===== src/rtl/muntjac_fpu_mul_arbiter.sv =====
// Round-robin arbiter sharing one combinational FP multiplier core between two requesters,
// with a Latency-deep result pipeline that routes each product back to its requester.
module muntjac_fpu_mul_arbiter #(
    parameter int unsigned InExpWidth = 9,
    parameter int unsigned InSigWidth = 23,
    parameter int unsigned Latency    = 2,
    localparam int unsigned OpWidth   = 2 * (InExpWidth + InSigWidth + 4),
    localparam int unsigned ResWidth  = 2 * InSigWidth + InExpWidth + 7
) (
    input  logic                clk_i,
    input  logic                rst_ni,

    input  logic                req0_valid_i,
    output logic                req0_ready_o,
    input  logic [OpWidth-1:0]  req0_op_i,
    output logic                resp0_valid_o,
    input  logic                resp0_ready_i,
    output logic [ResWidth-1:0] resp0_data_o,

    input  logic                req1_valid_i,
    output logic                req1_ready_o,
    input  logic [OpWidth-1:0]  req1_op_i,
    output logic                resp1_valid_o,
    input  logic                resp1_ready_i,
    output logic [ResWidth-1:0] resp1_data_o,

    output logic [OpWidth-1:0]  mul_op_o,
    input  logic [ResWidth-1:0] mul_res_i
);

    logic [Latency-1:0]  stageValid_q;
    logic [Latency-1:0]  stageId_q;
    logic [ResWidth-1:0] stageData_q [Latency];
    logic                ptr_q;
    logic                ptr_d;

    logic headId;
    logic outFire;
    logic adv;
    logic grantValid;
    logic winner;

    // Grants are suppressed while reset is asserted so no requester sees a spurious accept.
    always_comb begin
        headId     = stageId_q[Latency-1];
        outFire    = stageValid_q[Latency-1] && (headId ? resp1_ready_i : resp0_ready_i);
        adv        = !stageValid_q[Latency-1] || outFire;
        grantValid = 1'b0;
        winner     = 1'b0;
        ptr_d      = ptr_q;
        if (adv && rst_ni) begin
            if (req0_valid_i && req1_valid_i) begin
                grantValid = 1'b1;
                winner     = ptr_q;
                ptr_d      = ~ptr_q;
            end else if (req0_valid_i) begin
                grantValid = 1'b1;
                winner     = 1'b0;
            end else if (req1_valid_i) begin
                grantValid = 1'b1;
                winner     = 1'b1;
            end
        end
    end

    assign req0_ready_o  = grantValid && !winner;
    assign req1_ready_o  = grantValid && winner;
    assign mul_op_o      = grantValid ? (winner ? req1_op_i : req0_op_i) : '0;

    assign resp0_valid_o = stageValid_q[Latency-1] && !headId;
    assign resp1_valid_o = stageValid_q[Latency-1] && headId;
    assign resp0_data_o  = stageData_q[Latency-1];
    assign resp1_data_o  = stageData_q[Latency-1];

    // The whole pipeline moves together or holds together; bubbles are never collapsed.
    always_ff @(posedge clk_i or negedge rst_ni) begin
        if (!rst_ni) begin
            stageValid_q <= '0;
            stageId_q    <= '0;
            ptr_q        <= 1'b0;
            for (int k = 0; k < Latency; k++) begin
                stageData_q[k] <= '0;
            end
        end else if (adv) begin
            for (int k = Latency - 1; k > 0; k--) begin
                stageValid_q[k] <= stageValid_q[k-1];
                stageId_q[k]    <= stageId_q[k-1];
                stageData_q[k]  <= stageData_q[k-1];
            end
            stageValid_q[0] <= grantValid;
            if (grantValid) begin
                stageId_q[0]   <= winner;
                stageData_q[0] <= mul_res_i;
            end
            ptr_q <= ptr_d;
        end
    end

endmodule


===== config.mk =====
export PLATFORM = sky130hd
export DESIGN_NAME = muntjac_fpu_mul_arbiter
export DESIGN_NICKNAME = d
export VERILOG_FILES = /design/src/rtl/muntjac_fpu_mul_arbiter.sv
export SDC_FILE = /design/constraint.sdc
export NUM_CORES = 1
export LEC_CHECK = 0
export BUFFER_PORTS_ARGS = -buffer_cell sky130_fd_sc_hd__buf_2
export CORE_AREA = 2 2 162 164
export CTS_CLUSTER_SIZE = 10
export DETAILED_ROUTE_END_ITERATION = 16
export DIE_AREA = 0 0 164 166
export SYNTH_ARGS = -nofsm -noshare
export SYNTH_HDL_FRONTEND = slang
export SYNTH_SLANG_ARGS = --single-unit

===== constraint.sdc =====
create_clock -name clk_i -period 1.7 [get_ports clk_i]
set_input_delay 0.255 -clock clk_i [delete_from_list [all_inputs] [get_ports clk_i]]
set_output_delay 0.255 -clock clk_i [all_outputs]
set_load 0.02 [all_outputs]

==> summary.txt <==
Global routing
  – First-pass GRT wire length: 37900 microns
  – Largest net degree at the start of global routing: around 130
  – Initial antenna violation count: 1
  – Total GRT Usage: between 10% and 20%
  – Vias in the first global route: 6624
  – Grt ovf: 0

Logic synthesis
  – Mapped Cells: 687
  – Async SR Flop Fraction: 100%
  – Synth top area cells: dfrtp_1, mux2_2, o211ai_1, buf_4, a21oi_1
  – Yosys reg bits: 129
  – Top-count cell post-synth: o211ai_1
  – Synth top area share: 43.2%
  – Post-synth EDFFs: 0
  – Syn Std Cell Area: about 7500 sq um
  – Netlist cell types: 26
  – Most common library cells after synthesis: o211ai_1, dfrtp_1, buf_4, mux2_2, a21oi_1
  – Ys Warns: 0
  – Syn_nets: 899
  – Sequential fraction of the synthesis area: 43.2%
  – Synth area leader: dfrtp_1
  – Synth Flop Type: dfrtp_1
  – Synthesized area per cell: between 10 and 15 sq um

Setup path
  – CP endpoint kind: primary output
  – Worst Setup Start Kind: flop
  – Crit path kind: flop to primary output
  – Critical Path RT: 1440 ps
  – Worst Path Arrival: just under 2000 ps
  – Reg2Reg Setup Slack: -360 ps
  – CP max FO: 6

Detailed routing
  – Via-per-instance ratio: roughly 5.0
  – Router iterations before antenna repair: 5
  – Detail Route Antenna Nets: 0
  – Starting DRT DRC Count: 418
  – DRC viols: 0
  – WL per Instance: 19.1 microns
  – WL final: 26100 microns
  – Vias: 6835

STA
  – Fmax: 458 MHz
  – RSZ-0062 raised after global routing: yes
  – Fin crit period: 2190 ps
  – Final WS setup: -486 ps
  – Setup Skew: 5.92 ps
  – Tcrit/Tclk final: 129%
  – Slew headroom: about 50%
  – Hold Vio Cnt, Final: 0
  – Final setup violating endpoints: 171
  – Worst Tran Pin Value: 753 ps
  – Fin. max-slew vios: 0

Clock network
  – H-tree depth: 4
  – Root buf cell: clkbuf_16
  – Clk buf depth: 2
  – CTS tree: built
  – TritonCTS Buffers: 17
  – Clk sink count: between 100 and 150
  – Clock-pin slew on the worst setup and hold paths: 60 ps
  – Clk_lat worst skew: between 400 and 500 ps

Layout
  – Nets: 1229
  – Layout cells sized above 1: 69.0%
  – Finished Layout Cells: 1367
  – Number of fill cells: 2434
  – Layout area overhead: 51.6%

Placement
  – Placed cells: 1297
  – Post-DP HPWL: 16600 microns
  – Pre-CTS setup slack: -114 ps
  – Placer Congestion: 0.886
  – Port bufs: 411

Power and ir drop
  – PnR Total Power: 19.3 mW
  – P_leak: ~5.0 nW
  – Pwr/cell area: 1710 nW/um^2
  – Max IR drop VDD: 0.00104 V

Floorplanning
  – Ports: 412
  – Num rows: 59
  – Total die area: 27200 sq um
  – CORE AREA: between 20000 and 30000 sq um
  – Die height: ~170 microns
  – Width of the chip: 164 microns
  – Initial Util: 29.2%

Outcome
  – Outcome: complete, but fails checks
  – Failing checks: setup timing

Job
  – Max-cap viol count: 0

Hold path
  – Min-delay worst type: input port to flop
## critical path, stage by stage (launching register included)
cell	delay (ps)
dfrtp_1	400
mux2_4	330
o21ai_4	150
buf_6	140
buf_12	120
clkbuf_16	160
a21oi_1	50
buf_2	160
## state kept, by name (all words and copies together), names as in the netlist
| register | flops |
|---|---|
| ptr_q | 1 |
| resp0_data_o | 62 |
| stageData_q | 62 |
| stageId_q | 2 |
| stageValid_q | 2 |
## cell type report
type,instances,area (sq um),area share [%]
clock inverter,12,109,0.961
multi-input combinational,362,3420,30.2
timing repair buffer,502,3680,32.5
inverter,5,18.8,0.166
antenna,2,5.00,0.0442
clock buffer,20,447,3.94
tap,335,419,3.70
sequential,129,3230,28.5
## stage by stage
step / utilization, % / TNS (ps) / hold slack [ps] / cell area, sq um
6_report: 44.2 / -51320 / 64.6 / 11300
5_1_grt: 44.2 / -64920 / 55.9 / 11300
4_1_cts: 42.2 / -52590 / 48.7 / 10800
3_5_place_dp: 36.5 / -5820 / 174 / 9340
3_3_place_gp: 36.5 / -2070 / 178 / 9340
2_1_floorplan: - / -2850 / -40.6 / 7490
## what timing repair did
item,CTS,global route
resized for setup,120,98
hold buffers,2,0
buffers inserted,15,4
hold endpoints to repair,55,0
gates cloned,13,6
setup endpoints to repair,182,199
pin swaps,4,4
## where the power goes
part / internal [mW] / switching [mW] / leakage, nW
clock: 2.05 / 1.37 / 0.271
combinational: 4.75 / 5.71 / 3.26
sequential: 4.50 / 0.957 / 1.51
total: 11.3 / 8.04 / 5.04
## placed cells by master (no fill, tap or decap), types with 4 or more instances in the layout
cell / instances
mux2_2: 119
clkinv_2: 4
a21oi_2: 22
dfrtp_1: 128
o21ai_0: 4
buf_2: 352
buf_6: 47
buf_4: 61
clkbuf_16: 23
inv_2: 4
o211ai_1: 143
a21oi_4: 24
buf_12: 18
a21oi_1: 26
buf_16: 13
## path summary, 6_finish.rpt
check | cells after the start | from | to
max reg2reg | 8 | stageId_q[1] | stageData_q[105]
min reg2reg | 1 | stageValid_q[0] | stageValid_q[1]
max in group asynchronous | 3 | rst_ni | resp0_data_o[34]
min in group asynchronous | 3 | rst_ni | stageId_q[0]
max | 7 | stageId_q[1] | mul_op_o[37]
min | 2 | mul_res_i[48] | stageData_q[110]
## kinds of logic after synthesis
kind of cell / after synthesis / share of synthesized area (%)
XOR/XNOR: 1 / 0.117
buffers and inverters: 196 / 16.8
multiplexers: 126 / 19.0
AO/OA/AOI/OAI: 224 / 20.2
AND/OR/NAND/NOR: 11 / 0.736
flip-flops: 129 / 43.2
## routing by layer
layer  vias to the layer above  GRT usage (%)  wire length, microns
li1                       3091              -                     -
met1                      3373           24.2                 11100
met2                       327           29.1                 12600
met3                        44           3.62                  1800
met4                         0           5.80                   532
met5                         -              0                     0
No activity file was read; power rests on OpenSTA's default activity.
